File: config.mk
export PLATFORM = sky130hd
export DESIGN_NAME = wb_arbiter
export DESIGN_NICKNAME = d
export VERILOG_FILES = /design/src/rtl/wb_arbiter_pkg.sv /design/src/rtl/wb_alu_fifo.sv /design/src/rtl/wb_arbiter.sv
export SDC_FILE = /design/constraint.sdc
export NUM_CORES = 1
export LEC_CHECK = 0
export CAP_MARGIN = 20
export CORE_MARGIN = 2
export CORE_UTILIZATION = 52
export CTS_BUF_LIST = sky130_fd_sc_hd__clkbuf_16
export DETAILED_ROUTE_END_ITERATION = 10
export PLACE_DENSITY = 0.8
export SYNTH_ARGS = -nofsm -noshare
export SYNTH_HDL_FRONTEND = slang
export SYNTH_HIERARCHICAL = 1
export SYNTH_SLANG_ARGS = --single-unit
File: constraint.sdc
create_clock -name clk -period 7 [get_ports clk]
set_input_delay 1.05 -clock clk [delete_from_list [all_inputs] [get_ports clk]]
set_output_delay 1.05 -clock clk [all_outputs]
set_load 0.01 [all_outputs]
File: src/rtl/wb_arbiter_pkg.sv
// Shared definitions for the write-back arbiter: default widths, grant
// source encoding and the default-width broadcast record.
package wb_arbiter_pkg;

  localparam int unsigned SB_SIZE_WIDTH = 4;
  localparam int unsigned REG_WIDTH     = 5;
  localparam int unsigned DATA_WIDTH    = 32;
  localparam int unsigned ADDR_WIDTH    = 32;

  typedef enum logic [1:0] {
    SRC_NONE = 2'd0,
    SRC_ALU  = 2'd1,
    SRC_LS   = 2'd2
  } wb_src_e;

  typedef struct packed {
    logic [SB_SIZE_WIDTH-1:0] pos;
    logic [REG_WIDTH-1:0]     rd;
    logic [DATA_WIDTH-1:0]    value;
    logic [ADDR_WIDTH-1:0]    offset;
  } wb_rec_t;

endpackage

File: src/rtl/wb_alu_fifo.sv
// Small synchronous FIFO with head peek and occupancy count; holds ALU
// results waiting for a write-back slot.
module wb_alu_fifo #(
  parameter int unsigned WIDTH = 73,
  parameter int unsigned DEPTH = 2
) (
  input  logic                       clk,
  input  logic                       rst,
  input  logic                       push,
  input  logic                       pop,
  input  logic [WIDTH-1:0]           din,
  output logic [WIDTH-1:0]           head,
  output logic [$clog2(DEPTH):0]     count,
  output logic                       full,
  output logic                       empty
);

  localparam int unsigned PTR_W = $clog2(DEPTH);
  localparam int unsigned CNT_W = PTR_W + 1;

  logic [WIDTH-1:0] mem [DEPTH];
  logic [PTR_W-1:0] rd_ptr;
  logic [PTR_W-1:0] wr_ptr;
  logic             do_push;
  logic             do_pop;

  assign full    = (count == CNT_W'(DEPTH));
  assign empty   = (count == '0);
  assign do_pop  = pop && !empty;
  assign do_push = push && (!full || do_pop);
  assign head    = mem[rd_ptr];

  // Storage write; contents need no reset since count gates visibility.
  always_ff @(posedge clk) begin
    if (do_push) mem[wr_ptr] <= din;
  end

  // Pointer and occupancy bookkeeping; pointers wrap naturally at DEPTH.
  always_ff @(posedge clk or negedge rst) begin
    if (!rst) begin
      rd_ptr <= '0;
      wr_ptr <= '0;
      count  <= '0;
    end else begin
      if (do_push) wr_ptr <= wr_ptr + 1'b1;
      if (do_pop)  rd_ptr <= rd_ptr + 1'b1;
      case ({do_push, do_pop})
        2'b10:   count <= count + 1'b1;
        2'b01:   count <= count - 1'b1;
        default: count <= count;
      endcase
    end
  end

endmodule

File: src/rtl/wb_arbiter.sv
// Write-back bus arbiter: merges the stall-free ALU (buffered in a small
// queue) with the handshaking load/store unit, one registered broadcast
// per cycle, with a starvation guard for LS and ALU issue hold.
module wb_arbiter
  import wb_arbiter_pkg::*;
#(
  parameter int unsigned SB_SIZE_WIDTH = wb_arbiter_pkg::SB_SIZE_WIDTH,
  parameter int unsigned REG_WIDTH     = wb_arbiter_pkg::REG_WIDTH,
  parameter int unsigned DATA_WIDTH    = wb_arbiter_pkg::DATA_WIDTH,
  parameter int unsigned ADDR_WIDTH    = wb_arbiter_pkg::ADDR_WIDTH,
  parameter int unsigned ALU_Q_DEPTH   = 2,
  parameter int unsigned STARVE_LIMIT  = 3
) (
  input  logic                     clk,
  input  logic                     rst,
  input  logic                     alu_valid,
  input  logic [SB_SIZE_WIDTH-1:0] alu_pos,
  input  logic [REG_WIDTH-1:0]     alu_rd,
  input  logic [DATA_WIDTH-1:0]    alu_value,
  input  logic [ADDR_WIDTH-1:0]    alu_offset,
  output logic                     alu_hold,
  input  logic                     ls_valid,
  output logic                     ls_ready,
  input  logic [SB_SIZE_WIDTH-1:0] ls_pos,
  input  logic [REG_WIDTH-1:0]     ls_rd,
  input  logic [DATA_WIDTH-1:0]    ls_value,
  output logic                     wb_valid,
  output logic [SB_SIZE_WIDTH-1:0] wb_pos,
  output logic [REG_WIDTH-1:0]     wb_rd,
  output logic [DATA_WIDTH-1:0]    wb_value,
  output logic [ADDR_WIDTH-1:0]    wb_offset,
  output logic                     ovf_err
);

  localparam int unsigned REC_W = SB_SIZE_WIDTH + REG_WIDTH + DATA_WIDTH + ADDR_WIDTH;
  localparam int unsigned CNT_W = $clog2(ALU_Q_DEPTH) + 1;
  localparam int unsigned STV_W = $clog2(STARVE_LIMIT + 1);

  logic [REC_W-1:0] alu_rec;
  logic [REC_W-1:0] ls_rec;
  logic [REC_W-1:0] q_head;
  logic [REC_W-1:0] cand_rec;
  logic [REC_W-1:0] grant_rec;
  logic [CNT_W-1:0] q_count;
  logic             q_full;
  logic             q_empty;
  logic [STV_W-1:0] starve_cnt;
  wb_src_e          grant_src;
  logic             alu_cand;
  logic             force_ls;
  logic             bypass;
  logic             push;
  logic             pop;
  logic             ovf_now;

  assign alu_rec  = {alu_pos, alu_rd, alu_value, alu_offset};
  assign ls_rec   = {ls_pos, ls_rd, ls_value, {ADDR_WIDTH{1'b0}}};
  assign alu_cand = !q_empty || alu_valid;
  assign cand_rec = q_empty ? alu_rec : q_head;
  assign force_ls = ls_valid && (starve_cnt == STV_W'(STARVE_LIMIT));

  // Single-winner grant: starved LS first, then ALU, then LS.
  always_comb begin
    grant_src = SRC_NONE;
    grant_rec = '0;
    if (force_ls) begin
      grant_src = SRC_LS;
      grant_rec = ls_rec;
    end else if (alu_cand) begin
      grant_src = SRC_ALU;
      grant_rec = cand_rec;
    end else if (ls_valid) begin
      grant_src = SRC_LS;
      grant_rec = ls_rec;
    end
  end

  assign ls_ready = (grant_src == SRC_LS);
  assign bypass   = (grant_src == SRC_ALU) && q_empty;
  assign pop      = (grant_src == SRC_ALU) && !q_empty;
  assign push     = alu_valid && !bypass;
  assign ovf_now  = push && q_full && !pop;
  // One issued op may still be in flight, so hold one slot early.
  assign alu_hold = (q_count >= CNT_W'(ALU_Q_DEPTH - 1));

  wb_alu_fifo #(
    .WIDTH (REC_W),
    .DEPTH (ALU_Q_DEPTH)
  ) u_fifo (
    .clk   (clk),
    .rst   (rst),
    .push  (push && !ovf_now),
    .pop   (pop),
    .din   (alu_rec),
    .head  (q_head),
    .count (q_count),
    .full  (q_full),
    .empty (q_empty)
  );

  // Count consecutive cycles a pending LS result is denied, saturating.
  always_ff @(posedge clk or negedge rst) begin
    if (!rst) begin
      starve_cnt <= '0;
    end else if (!ls_valid || (grant_src == SRC_LS)) begin
      starve_cnt <= '0;
    end else if (starve_cnt != STV_W'(STARVE_LIMIT)) begin
      starve_cnt <= starve_cnt + 1'b1;
    end
  end

  // Register the granted record onto the broadcast bus; fields hold when idle.
  always_ff @(posedge clk or negedge rst) begin
    if (!rst) begin
      wb_valid  <= 1'b0;
      wb_pos    <= '0;
      wb_rd     <= '0;
      wb_value  <= '0;
      wb_offset <= '0;
    end else begin
      wb_valid <= (grant_src != SRC_NONE);
      if (grant_src != SRC_NONE) begin
        {wb_pos, wb_rd, wb_value, wb_offset} <= grant_rec;
      end
    end
  end

  // Sticky overflow flag: a dropped ALU result is only cleared by reset.
  always_ff @(posedge clk or negedge rst) begin
    if (!rst) begin
      ovf_err <= 1'b0;
    end else if (ovf_now) begin
      ovf_err <= 1'b1;
    end
  end

endmodule

==> flow_summary.toml, run 1 <==
[cts]
cts_repair_resize_count = 0
clock_latency_ns = 0.50
cts_max_level = 1
tritoncts = "done"
number_of_cts_inserted_buffers = 23
postCtsSetupRepairBufs = 0
cts_max_path_buffers = 3
clock_tree.root_cell = "sky130_fd_sc_hd__clkbuf_16"
worst_setup_hold_path_clk_slew_ns = 0.06
cts_sinks = 227
holdBufCountCts = 0

[worst_setup_path]
timing.critical_path.max_delay_family = "simple AND/OR/NAND/NOR gates"
cp.buffers_inverters = 1
critical_path_cell_count = 4
setup.worst_path.class = "register to primary output"
worstSetupStartpoint = "u_fifo/count[1]"
critical-path-slowest-cell = "sky130_fd_sc_hd__nor2_4"
worst_ep_required_time_ns = 5.95
ff2ff_path_depth = 6
critPathLaunchType = "register"
cpPeakStageDelay_ns = 0.77
critPathArrivalTime_ns = 3.53
worstReg2RegEnd = "wb_value[14]"
worst-r2r-setup-slack_ns = 2.69
critical_path.endpoint_type = "primary output"
critPathMaxFanout = 42
rr_startpoint = "u_fifo/count[1]"
crit_path_cell_trace = "nor2_4, nor2b_4, o21a_2, clkdlybuf4s50_1"

[logic_synthesis]
yosysWarningCount = 6
synth-seq-cells = 227
synth_top_flop_cell = "sky130_fd_sc_hd__edfxtp_1"
synth-edff-count = 146
ys_types = 35
avgSynthCellArea_um2 = 14.3
synth_sequential_area_ratio = 0.653
synth-async-reset-ratio = 0.357
synth.cell_area_mm2 = 0.00982
syn-instance-count = 687
syn_nets = 806

[timing]
final-max-slew-violation-count = 0
shortest_clock_period_the_worst_path_allows_after_layout_ns = 4.58
slew-limit-headroom = 0.291
rsz0062_at_grt = "false"
final_worst_clock_skew_ns = 0.0179
finalCritPeriodShare = 0.654
final-hold-violation-count = 0
setup_ws_ns = 2.42
fmax_ghz = 0.219
totalNegativeSetupSlack_ns = 0
setup_viol = 0
tightestPinTransition_ns = 1.06

[floorplan]
floorplan.initialDensity = 0.527
chipWidth_um = 141
io_pins = 195
placement_rows = 50
floorplan.die_area_mm2 = 0.0200
die_h_um = 141
core_footprint_mm2 = 0.0186

[final_layout]
layout_common_cells = "sky130_fd_sc_hd__clkdlybuf4s50_1, sky130_fd_sc_hd__edfxtp_1, sky130_fd_sc_hd__dfrtp_1"
fin_area_mm2 = 0.0126
antenna_cell_count = 0
area_growth_syn_to_layout_pct = 28.3
share_of_post_route_cells_with_drive_strength_above_1 = 0.144
layout.nets = 981
layout.cells.most_common = "sky130_fd_sc_hd__clkdlybuf4s50_1"

[status]
status = "complete, no violations"

[power]
power-per-cell-area_mw_per_mm2 = 427
vdd.ir_drop.worst_uv = 203
final_total_power_mw = 5.38
p_leak_nw = 4.46

[place]
detailedPlace.worstSlack_ns = 2.58
io_buf_count = 194
placed_cell_area_mm2 = 0.0118
hpwlAfterDp_um = 13200
gp_routability_congestion = 0.761

[detailed_routing]
drt_pass1_iterations = 7
routed_via_density = 5.71
drt.antenna.violating_nets = 0
routed_wire_length_per_instance_um = 19.6
drtIter0Drc = 385
totalWireLength_um = 21900
drc = 0
num_vias = 6344

[global_route]
grt.total_usage = 0.213
initial_antenna_violation_count = 0
globalRouteOverflowTotal = 0
global_route_wire_length_before_repair_um = 33900
largest_net_degree_at_the_start_of_global_routing = 83
first_global_vias = 6669

[job]
timing.max_cap.violations = 0

[hold_path]
holdCritPathClass = "input port to async pin"
metrics by stage:
stage,hold slack (ns),instances,utilization
4_1_cts,0.446,1111,0.674
5_1_grt,0.442,1112,0.676
2_1_floorplan,0.416,687,-
3_5_place_dp,0.437,1070,0.634
3_3_place_gp,0.425,1069,0.634
6_report,0.425,1112,0.676
flip-flops by register name, summed over array words and instances (netlist names):
signal         count
u_fifo/wr_ptr      1
wb_pos             4
ovf_err            1
wb_valid           1
wb_offset         32
wb_rd              5
wb_value          32
u_fifo/rd_ptr      1
starve_cnt         2
u_fifo/count       2
u_fifo/mem       146
worst register-to-register path: cells and delay by family, from the launching register on:
family | cells | cell delay [ns]
AOI/OAI and AO/OA | 1 | 0.24
buffers and inverters | 2 | 1.58
DFF | 1 | 0.47
and+or+nand+nor | 3 | 1.92
report_power, final:
group	switching [mW]	total [mW]	internal, mW
combinational	0.903	2.01	1.11
sequential	0.266	2.16	1.90
clock	0.497	1.21	0.710
logic make-up after synthesis:
group | Yosys count | share of synthesized area
AND/OR/NAND/NOR | 133 | 0.0781
adder cells (fa/ha/maj) | 1 | 0.00127
flip-flops | 227 | 0.653
AO/OA/AOI/OAI | 164 | 0.116
XOR/XNOR | 3 | 0.00268
buffers and inverters | 54 | 0.0324
multiplexers | 105 | 0.116
worst max-delay path by stage:
stage                            end
detailed placement          ls_ready
finish                      ls_ready
global placement            ls_ready
CTS                         ls_ready
floorplan           u_fifo/mem[0][0]
global route                ls_ready
area by class of cell:
| class | instances | area (um^2) |
|---|---|---|
| Clock buffer | 23 | 576 |
| Clock inverter | 18 | 169 |
| Fill cell | 1297 | 6040 |
| Inverter | 3 | 11.3 |
| Multi-Input combinational cell | 406 | 3120 |
| Sequential cell | 227 | 6410 |
| Tap cell | 234 | 293 |
| Timing Repair Buffer | 201 | 2020 |
metal layers:
layer	track usage	up-vias	wire, um	part of all wire
met2	0.372	269	10800	0.49
met5	0	-	0	0
met4	0.0547	0	339	0.016
met1	0.278	3155	9010	0.41
li1	-	2894	-	-
met3	0.0402	26	1710	0.078
cells in the mapped netlist, types with 2 or more instances:
library cell               count  area share
sky130_fd_sc_hd__nor2_1        4      0.0015
sky130_fd_sc_hd__mux2_2       73       0.084
sky130_fd_sc_hd__mux2i_1      32       0.033
sky130_fd_sc_hd__clkbuf_2      4      0.0020
sky130_fd_sc_hd__xnor2_1       2      0.0018
sky130_fd_sc_hd__o21ai_0      68       0.035
sky130_fd_sc_hd__nand2b_1     43       0.027
sky130_fd_sc_hd__edfxtp_1    146        0.45
sky130_fd_sc_hd__a21oi_1       4      0.0020
sky130_fd_sc_hd__clkbuf_1     17      0.0065
sky130_fd_sc_hd__nor2b_1      41       0.026
sky130_fd_sc_hd__o21a_1       43       0.033
sky130_fd_sc_hd__buf_2        13      0.0066
sky130_fd_sc_hd__buf_4         9      0.0069
sky130_fd_sc_hd__a32o_1       41       0.042
sky130_fd_sc_hd__dfrtp_1      81        0.21
sky130_fd_sc_hd__or2_2         2      0.0013
sky130_fd_sc_hd__inv_1         3      0.0011
sky130_fd_sc_hd__o21ai_1       6      0.0031
sky130_fd_sc_hd__buf_6         8      0.0092
sky130_fd_sc_hd__nand2_1      33       0.013
No activity file was read; power rests on OpenSTA's default activity.
==> run 2, diff against run 1 <==
==> constraint.sdc (replaced) <==
create_clock -name clk -period 4.8 [get_ports clk]
set_input_delay 0.72 -clock clk [delete_from_list [all_inputs] [get_ports clk]]
set_output_delay 0.72 -clock clk [all_outputs]
set_load 0.01 [all_outputs]
==> flow_summary.toml, run 2 (synthesis results as in run 1) <==
[power]
vdd.ir_drop.worst_uv = 378
p_leak_nw = 4.47
power-per-cell-area_mw_per_mm2 = 628
final_total_power_mw = 7.95

[detailed_routing]
routed_via_density = 5.79
drc = 0
drtIter0Drc = 428
routed_wire_length_per_instance_um = 20.3
drt_pass1_iterations = 5
drt.antenna.violating_nets = 0
totalWireLength_um = 22700
num_vias = 6464

[cts]
postCtsSetupRepairBufs = 0
worst_setup_hold_path_clk_slew_ns = 0.06
clock_tree.root_cell = "sky130_fd_sc_hd__clkbuf_16"
clock_latency_ns = 0.50
tritoncts = "done"
cts_max_path_buffers = 3
holdBufCountCts = 0
cts_sinks = 227
number_of_cts_inserted_buffers = 23
cts_max_level = 1
cts_repair_resize_count = 0

[place]
hpwlAfterDp_um = 13900
placed_cell_area_mm2 = 0.0119
gp_routability_congestion = 0.760
detailedPlace.worstSlack_ns = 1.34
io_buf_count = 194

[worst_setup_path]
critPathArrivalTime_ns = 2.76
cpPeakStageDelay_ns = 0.75
setup.worst_path.class = "register to primary output"
crit_path_cell_trace = "nor2_4, nor2b_4, o21a_1, clkdlybuf4s50_1"
critical_path.endpoint_type = "primary output"
critical-path-slowest-cell = "sky130_fd_sc_hd__nor2_4"
critPathMaxFanout = 23
worst_ep_required_time_ns = 4.08
critPathLaunchType = "register"

[timing]
slew-limit-headroom = 0.266
finalCritPeriodShare = 0.726
setup_ws_ns = 1.32
rsz0062_at_grt = "false"
final_worst_clock_skew_ns = 0.00959
totalNegativeSetupSlack_ns = 0
fmax_ghz = 0.287
final-hold-violation-count = 0
setup_viol = 0
final-max-slew-violation-count = 0
shortest_clock_period_the_worst_path_allows_after_layout_ns = 3.48
tightestPinTransition_ns = 1.10

[global_route]
grt.total_usage = 0.226
initial_antenna_violation_count = 0
first_global_vias = 6951
global_route_wire_length_before_repair_um = 35700
globalRouteOverflowTotal = 0
largest_net_degree_at_the_start_of_global_routing = 82

[final_layout]
share_of_post_route_cells_with_drive_strength_above_1 = 0.144
layout.nets = 984
top_register_by_number_of_flip_flops = "u_fifo/mem"
utilization = 0.679
largest_reg_flops = 146
antenna_cell_count = 0
fin_area_mm2 = 0.0126
layout_common_cells = "sky130_fd_sc_hd__clkdlybuf4s50_1, sky130_fd_sc_hd__edfxtp_1, sky130_fd_sc_hd__dfrtp_1"
area_growth_syn_to_layout_pct = 28.8
layout.cells.most_common = "sky130_fd_sc_hd__clkdlybuf4s50_1"
registers_with_the_most_flip_flops = "u_fifo/mem (146), wb_offset (32), wb_value (32)"

[floorplan]
core_footprint_mm2 = 0.0186
io_pins = 195
die_h_um = 141
floorplan.initialDensity = 0.527
placement_rows = 50
chipWidth_um = 141
floorplan.die_area_mm2 = 0.0200

[job]
timing.max_cap.violations = 0

[hold_path]
holdCritPathClass = "input port to async pin"

[status]
status = "complete, no violations"
[run 2: cell count changes in the layout (fill, tap and decap cells not counted), sizes merged]
| cell | before | now |
|---|---|---|
| buf | 8 | 11 |
| clkinvlp | 1 | 0 |
| bufinv | 3 | 4 |
| clkinv | 8 | 10 |
| inv | 9 | 8 |
[run 2: final cells by class]
cell class	count	area [um^2]
clock buffers	23	576
flip-flops and latches	227	6410
well taps	234	293
repair buffers	204	2050
clock inverters	19	194
fillers	1284	5990
inverters	3	11.3
multi-input cells	406	3110
[run 2: power breakdown]
group | internal [mW] | switching, mW
sequential | 2.77 | 0.395
clock | 1.09 | 0.724
combinational | 1.62 | 1.35
total | 5.48 | 2.47
[run 2: through the flow]
step | cells | hold slack (ns)
floorplan | 687 | 0.416
CTS | 1115 | 0.440
global placement | 1073 | 0.431
finish | 1116 | 0.163
global route | 1116 | 0.176
detailed placement | 1073 | 0.432
[run 2: final timing paths]
| path | startpoint | end | slack, ns | depth (start not counted) |
|---|---|---|---|---|
| hold reg to reg | starve_cnt[0] | starve_cnt[0] | 0.44 | 1 |
| min in group clk | starve_cnt[0] | starve_cnt[0] | 0.44 | 1 |
| setup / recovery | u_fifo/count[1] | ls_ready | 1.32 | 4 |
| setup reg to reg | u_fifo/count[1] | wb_value[6] | 1.82 | 5 |
| max in group asynchronous | rst | u_fifo/rd_ptr | 3.99 | 2 |
| hold / removal | rst | wb_offset[20] | 0.16 | 1 |
[run 2: worst max-delay path, delay by kind of cell (launching register included)]
kind	cells	cell delay [ns]
AO/OA/AOI/OAI	1	0.18
buffers and inverters	1	0.56
flip-flops	1	0.46
AND/OR/NAND/NOR	2	1.06
[run 2: metal layers]
layer / global-route usage / share of wire / vias to the layer above
met5: 0 / 0 / -
met2: 0.384 / 0.50 / 266
li1: - / - / 2914
met1: 0.298 / 0.42 / 3258
met3: 0.0476 / 0.068 / 26
met4: 0.0611 / 0.012 / 0
